**config.mk**
```make
export PLATFORM = sky130hd
export DESIGN_NAME = nr_divider_seq
export DESIGN_NICKNAME = d
export VERILOG_FILES = /design/src/rtl/nr_div_pkg.sv /design/src/rtl/nr_addsub.sv /design/src/rtl/nr_divider_seq.sv
export SDC_FILE = /design/constraint.sdc
export NUM_CORES = 1
export LEC_CHECK = 0
export CAP_MARGIN = 5
export CORE_ASPECT_RATIO = 0.9
export CORE_MARGIN = 1.5
export CORE_UTILIZATION = 45
export DETAILED_ROUTE_END_ITERATION = 10
export PLACE_DENSITY_LB_ADDON = 0.15
export SLEW_MARGIN = 25
export SYNTH_ARGS = -nofsm -noshare
export SYNTH_HDL_FRONTEND = slang
export SYNTH_HIERARCHICAL = 1
export SYNTH_SLANG_ARGS = --single-unit
```
**constraint.sdc**
```tcl
create_clock -name clk -period 5.05 [get_ports clk]
set_clock_uncertainty 0.15 [all_clocks]
set_input_delay 1.2625 -clock clk [delete_from_list [all_inputs] [get_ports clk]]
set_output_delay 1.2625 -clock clk [all_outputs]
set_load 0.02 [all_outputs]
```
**src/rtl/nr_div_pkg.sv**
```systemverilog
// Shared definitions for the sequential non-restoring divider.
// Holds the controller state type and the default operand width.
// No ports; imported by nr_divider_seq.
package nr_div_pkg;

   localparam int DEFAULT_WIDTH = 8;

   typedef enum logic [1:0] {
      IDLE    = 2'd0,
      ITER    = 2'd1,
      CORRECT = 2'd2
   } state_t;

endpackage

```
**src/rtl/nr_addsub.sv**
```systemverilog
// Controlled N-bit adder/subtractor for the non-restoring datapath.
// Ports: a, b operands; sub selects a-b (1) or a+b (0).
//        sum is the N-bit two's complement result; sign is its MSB.
module nr_addsub #(
   parameter int N = 9
) (
   input  logic [N-1:0] a,
   input  logic [N-1:0] b,
   input  logic         sub,
   output logic [N-1:0] sum,
   output logic         sign
);

   assign sum  = sub ? (a - b) : (a + b);
   assign sign = sum[N-1];

endmodule

```
**src/rtl/nr_divider_seq.sv**
```systemverilog
// Sequential unsigned divider using a non-restoring step, one quotient bit per cycle.
// Ports: clk, rst (async active-high), start/dividend/divisor request;
//        busy, done pulse, registered quotient/remainder and div_by_zero flag.
module nr_divider_seq
   import nr_div_pkg::*;
#(
   parameter int WIDTH = DEFAULT_WIDTH
) (
   input  logic             clk,
   input  logic             rst,
   input  logic             start,
   input  logic [WIDTH-1:0] dividend,
   input  logic [WIDTH-1:0] divisor,
   output logic             busy,
   output logic             done,
   output logic [WIDTH-1:0] quotient,
   output logic [WIDTH-1:0] remainder,
   output logic             div_by_zero
);

   localparam int             CW   = $clog2(WIDTH + 1);
   localparam logic [CW-1:0]  LAST = CW'(WIDTH - 1);

   state_t           state, state_nx;
   logic [WIDTH:0]   p;        // partial remainder, two's complement
   logic [WIDTH-1:0] q;        // dividend shifting out, quotient shifting in
   logic [WIDTH-1:0] d;
   logic             zero;
   logic [CW-1:0]    cnt;
   logic             cap_en, iter_en, fin_en;
   logic [WIDTH:0]   as_a, as_b, as_sum;
   logic             as_sub, as_sign;

   // State register
   always_ff @(posedge clk or posedge rst) begin
      if (rst) state <= IDLE;
      else     state <= state_nx;
   end

   // Next-state logic; a zero divisor bypasses the iterations entirely
   always_comb begin
      state_nx = state;
      case (state)
         IDLE:    if (start) state_nx = (divisor == '0) ? CORRECT : ITER;
         ITER:    if (cnt == LAST) state_nx = CORRECT;
         CORRECT: state_nx = IDLE;
         default: state_nx = IDLE;
      endcase
   end

   // Output / control decode
   always_comb begin
      cap_en  = 1'b0;
      iter_en = 1'b0;
      fin_en  = 1'b0;
      case (state)
         IDLE:    cap_en  = start;
         ITER:    iter_en = 1'b1;
         CORRECT: fin_en  = 1'b1;
         default: ;
      endcase
   end

   assign busy = (state != IDLE);

   // One adder serves both phases: in ITER it takes the shifted {P,Q} MSB and
   // subtracts when P was non-negative; in CORRECT it adds D back to P.
   assign as_a   = iter_en ? {p[WIDTH-1:0], q[WIDTH-1]} : p;
   assign as_b   = {1'b0, d};
   assign as_sub = iter_en & ~p[WIDTH];

   nr_addsub #(.N(WIDTH + 1)) u_addsub (
      .a    (as_a),
      .b    (as_b),
      .sub  (as_sub),
      .sum  (as_sum),
      .sign (as_sign)
   );

   always_ff @(posedge clk or posedge rst) begin
      if (rst) begin
         p           <= '0;
         q           <= '0;
         d           <= '0;
         zero        <= 1'b0;
         cnt         <= '0;
         done        <= 1'b0;
         quotient    <= '0;
         remainder   <= '0;
         div_by_zero <= 1'b0;
      end else begin
         done <= fin_en;
         if (cap_en) begin
            p    <= '0;
            q    <= dividend;
            d    <= divisor;
            zero <= (divisor == '0);
            cnt  <= '0;
         end else if (iter_en) begin
            p   <= as_sum;
            q   <= {q[WIDTH-2:0], ~as_sign};
            cnt <= cnt + CW'(1);
         end
         if (fin_en) begin
            div_by_zero <= zero;
            if (zero) begin
               // q still holds the untouched dividend
               quotient  <= '1;
               remainder <= q;
            end else begin
               quotient  <= q;
               remainder <= p[WIDTH] ? as_sum[WIDTH-1:0] : p[WIDTH-1:0];
            end
         end
      end
   end

endmodule

```
Yosys cells after proc, flatten, opt, wreduce, memory -nomap -nowiden
Cells that the tools add are included.
{"block": "classes", "eq_ne": 5, "bitwise": 3, "add_sub_neg": 3, "muxes": 18, "reduce_logical": 5}
{"operator": "two-way mux 8 bit", "n": 5}
{"operator": "two-way mux 9 bit", "n": 4}
{"operator": "adder 9 x 8 -> 9 bit", "n": 1}
{"operator": "subtractor 9 x 8 -> 9 bit", "n": 1}
{"operator": "logical NOT 8 bit", "n": 1}
{"operator": "two-way mux 4 bit", "n": 2}
{"operator": "two-way mux 2 bit", "n": 3}
{"operator": "adder 4 x 1 -> 4 bit, second input constant", "n": 1}
{"operator": "equality test 4 x 3 -> 1 bit, second input constant", "n": 1}
{"operator": "!= test 2 bit, second input constant", "n": 2}
{"operator": "one-hot mux 2 bit (2 select lines)", "n": 1}
{"operator": "nonzero test 2 bit", "n": 2}
{"operator": "two-way mux 1 bit", "n": 3}
{"operator": "equality test 2 x 1 -> 1 bit, second input constant", "n": 1}
{"operator": "equality test 2 bit, second input constant", "n": 1}
{"operator": "logical NOT 2 bit", "n": 1}
{"operator": "inverter 1 bit", "n": 2}
{"operator": "AND reduction 2 bit", "n": 1}
{"operator": "bitwise AND 1 bit", "n": 1}
{"block": "word_totals", "regBits": 50, "out_inout_bits": 19, "inputBits": 19}

Logic depth before layout (Yosys ltp)
{"block": "logic_depth", "depth_word": 8, "mapped_depth": 16}

Cells and area by module
Netlist, hierarchy kept.
{"mod": "nr_divider_seq", "n_inst": 1, "cells_per_inst": 230, "area_each_um2": 2263.4}
{"mod": "nr_addsub", "n_inst": 1, "cells_per_inst": 69, "area_each_um2": 531.8}

Least setup slack after synthesis
No wires, ideal clock.
{"block": "synth_path", "path_type": "register -> register", "from": "reg state[1]", "to": "reg remainder[7]", "required_time_ps": 4772, "synth_period_minus_slack_ps": 3259, "setup_time_ps": 128, "arrival_time_ps": 2981, "stages_incl_launch_ff": 17, "path_slack_ps": 1791, "cell_sequence": "dfrtp_1 > nand2b_1 > buf_6 > buf_2 > nor2_1 > clkbuf_1 > mux2_2 > inv_1 > ha_1 > nor2b_1 > o31a_1 > o21ai_1 > a21boi_1 > xor2_1 > mux2_2 > mux2i_1 > o21ai_0"}
{"item": "start: declaration", "line": "nr_divider_seq.sv:24", "source": "state_t state, state_nx;"}
{"item": "start signal: assignment", "line": "nr_divider_seq.sv:37", "source": "else state <= state_nx;"}
{"item": "equality test 2 x 1 -> 1 bit", "line": "nr_divider_seq.sv:56", "source": "case (state)"}
{"item": "two-way mux 1 bit", "line": "nr_divider_seq.sv:56"}
{"item": "bitwise AND 1 bit", "line": "nr_divider_seq.sv:70", "source": "assign as_sub = iter_en & ~p[WIDTH];"}
{"item": "net as_sub", "line": "nr_divider_seq.sv:32", "source": "logic as_sub, as_sign;"}
{"item": "two-way mux 9 bit", "line": "nr_addsub.sv:14", "source": "assign sum = sub ? (a - b) : (a + b);"}
{"item": "net as_sum[7]", "line": "nr_divider_seq.sv:31", "source": "logic [WIDTH:0] as_a, as_b, as_sum;"}
{"item": "two-way mux 8 bit", "line": "nr_divider_seq.sv:112", "source": "remainder <= p[WIDTH] ? as_sum[WIDTH-1:0] : p[WIDTH-1:0];"}
{"item": "two-way mux 8 bit", "line": "nr_divider_seq.sv:106", "source": "if (zero) begin"}
{"item": "end signal: assignment", "line": "nr_divider_seq.sv:109", "source": "remainder <= q;"}
{"item": "end signal: assignment", "line": "nr_divider_seq.sv:112"}
{"item": "end: declaration", "line": "nr_divider_seq.sv:17", "source": "output logic [WIDTH-1:0] remainder,"}
The timed path passes the listed nets, and every way through them passes these cells.
A chain may end at the register's enable or synchronous reset.

Final worst setup path
{"block": "layout_path", "from": "reg state[1]", "to": "reg remainder[5]"}
The elaborated chain is that of the path after synthesis.

==> impl_metrics.ini <==
[floorplan]
dieArea_sq_um = 6690
core_sq_um = 6050
die_h_microns = 77.8
die-width_microns = 86.1
ios = 38
initial_utilization_pct = 46.2
rows = 27

[timing]
slew_headroom_pct = 44.6
finalCritPeriodShare_pct = 69.4
max_slew.worst_pin.slew_ns = 0.831
rsz0062_at_grt = false
period_minus_slack_ns = 3.51
tns_ns = 0
fmax_ghz = 0.285
finalSetupViolCount = 0
final-max-slew-violation-count = 0
hold_viol = 0
hold_ws_ns = 0.332

[worst_setup_path]
ff2ff_setup_slack_ns = 1.54
cp.arrival_ns = 3.53
crit_type = flop to flop
path_max_fanout = 17
r2r_start = state[1]$_DFFE_PP0P_
reg2reg_to = remainder[5]$_DFFE_PP0P_
endpoint = remainder[5]$_DFFE_PP0P_
cp-end-kind = flop
cp-startpoint = state[1]$_DFFE_PP0P_
required_ns = 5.07
cp-start-kind = flop
reg2reg_depth = 14

[route]
drt-total-wl_microns = 5930
wire_per_inst_microns = 14.7
num_vias = 2107
via_per_inst = 5.23
drc = 0
dr.pass1.iters = 4
ant_nets = 0
drt_iter0_markers = 122

[cells_and_area]
seq_area_sq_um = 1250
finalNetCount = 360
area_growth_pct = 18.3
post-route-util_pct = 54.7
drive_above_1_share_pct = 12.1
num-fill-cells = 580
antenna_cells = 0
final_cells = 403
multi_input_area_sq_um = 1410

[synth]
ys_ff_latch = 50
synth_area_leaders = dfrtp_1 (45%), nand2_1 (9.5%), mux2_2 (6.8%), ha_1 (4.5%), o21ai_0 (4.3%)
synth_edf_count = 0
postSynthCellCount = 299
yosysTopAreaCellShare_pct = 44.8
ys_types = 43
ys_warn_count = 6
yosysSeqAreaShare_pct = 44.8
synth_ff_type = dfrtp_1
yosys.area.top_type = dfrtp_1
syn_area_sq_um = 2800
syn_area_per_cell_sq_um = 9.35
syn-num-nets = 329
synth_most_common_cell = nand2_1
synth_common_cells = nand2_1 (71), dfrtp_1 (50), o21ai_0 (24), mux2_2 (17), nor2_1 (17)
synth_async_sr_flop_share_pct = 100

[clock_network]
post-cts-setup-buffer-count = 0
cts_buffers = 5
clk_pin_slew_worst_paths_ns = 0.10
cts-root-buf = clkbuf_8
cts_sinks = 50
clkLatencyLatePin_ns = 0.30
ctsHoldBuffers = 0
cts_max_path_buffers = 2
cts_tree = done
htreeDepth = 2
cts_resized = 0

[global_route]
grt_max_degree = 51
grt_pass1_wl_microns = 9820
antenna_found_initial = 0
grt-ovfl-total = 0
grtUsageTotal_pct = 18.9
grt_pass1_vias = 2019

[place]
dp.final_hpwl_microns = 4310
dpl.cell_count = 395
portBuffers = 37
gp_routability_congestion = 0.856

[worst_hold_path]
hold_class = flop to flop

[run_status]
status = complete, no violations

[job]
cap_violations = 0
[layout make-up]
class / instances / area share, %
sequential: 50 / 37.8
tap: 72 / 2.72
inverter: 12 / 1.44
multi-input combinational: 221 / 42.7
clock buffer: 5 / 2.08
clock inverter: 3 / 1.32
timing repair buffer: 40 / 11.9
[through the flow]
stage | area, sq um | setup WS, ns
2_1_floorplan | 2800 | 1.79
3_3_place_gp | 3190 | 1.65
3_5_place_dp | 3190 | 1.57
4_1_cts | 3310 | 1.54
5_1_grt | 3310 | 1.30
6_report | 3310 | 1.54
[critical path, stage by stage, from the launching register on]
cell	delay [ns]
dfrtp_1	0.46
nand2b_1	0.17
buf_4	0.20
nor2_1	0.40
mux2_2	0.42
inv_1	0.07
ha_1	0.21
nor2b_1	0.14
o31a_1	0.25
o21ai_1	0.17
nor2b_1	0.18
xnor2_1	0.09
mux2_2	0.26
mux2i_1	0.13
o21ai_0	0.08
[flip-flops by register name (all words and copies together) (netlist names)]
| register | count |
|---|---|
| cnt | 4 |
| d | 8 |
| div_by_zero | 1 |
| done | 1 |
| p | 9 |
| q | 8 |
| quotient | 8 |
| remainder | 8 |
| state | 2 |
| zero | 1 |
[how the worst min path moves through the flow]
stage | slack [ns] | startpoint | end | cells past startpoint
after floorplan | 0.32 | cnt[0]$_DFFE_PP0P_ | cnt[0]$_DFFE_PP0P_ | 1
after global placement | 0.31 | div_by_zero$_DFFE_PP0P_ | div_by_zero$_DFFE_PP0P_ | 2
after detailed placement | 0.32 | div_by_zero$_DFFE_PP0P_ | div_by_zero$_DFFE_PP0P_ | 2
after CTS | 0.34 | div_by_zero$_DFFE_PP0P_ | div_by_zero$_DFFE_PP0P_ | 2
after global routing | 0.36 | remainder[4]$_DFFE_PP0P_ | remainder[4]$_DFFE_PP0P_ | 2
final | 0.33 | quotient[7]$_DFFE_PP0P_ | quotient[7]$_DFFE_PP0P_ | 2
[cell families after synthesis]
logic type / share of synthesized area, %
XOR/XNOR: 4.07
multiplexers: 9.71
AO/OA/AOI/OAI: 13.7
buffers and inverters: 5.01
other: 0.134
adder cells (fa/ha/maj): 5.19
flip-flops: 44.8
AND/OR/NAND/NOR: 17.4
[routing by layer]
metal / part of all wire, % / routed length (microns) / global-route usage [%] / vias to the layer above
met5: 0 / 0 / 0 / -
met4: 1.4 / 83 / 5.65 / 0
met3: 3.3 / 196 / 3.72 / 9
met2: 46 / 2710 / 29.0 / 37
met1: 50 / 2950 / 27.0 / 995
li1: - / - / - / 1066
[placed cells by master, fill, tap and decap left out, drive strengths merged]
master | Yosys | final
mux2 | 17 | 17
nor2b | 4 | 4
o21bai | 1 | 1
o31a | 2 | 2
a221o | 1 | 1
xnor2 | 11 | 11
nor3 | 3 | 3
ha | 10 | 10
nor4 | 3 | 3
fa | 1 | 1
nand2b | 4 | 4
buf | 13 | 3
mux2i | 8 | 8
nor3b | 2 | 2
inv | 12 | 13
clkdlybuf4s50 | 0 | 37
xor2 | 2 | 2
a21oi | 16 | 16
or2 | 1 | 1
clkbuf | 3 | 5
o21ba | 1 | 1
o21a | 3 | 3
bufinv | 0 | 1
a21boi | 1 | 1
nor2 | 17 | 17
nand3b | 1 | 1
or3 | 1 | 1
o21ai | 27 | 27
clkinv | 0 | 1
conb | 1 | 1
dfrtp | 50 | 50
nand3 | 2 | 2
a31oi | 2 | 2
a22oi | 7 | 7
a22o | 1 | 1
nand2 | 71 | 71
Power is not shown: default switching activity piles up to over one toggle a cycle in this logic, so the estimate is an artifact.
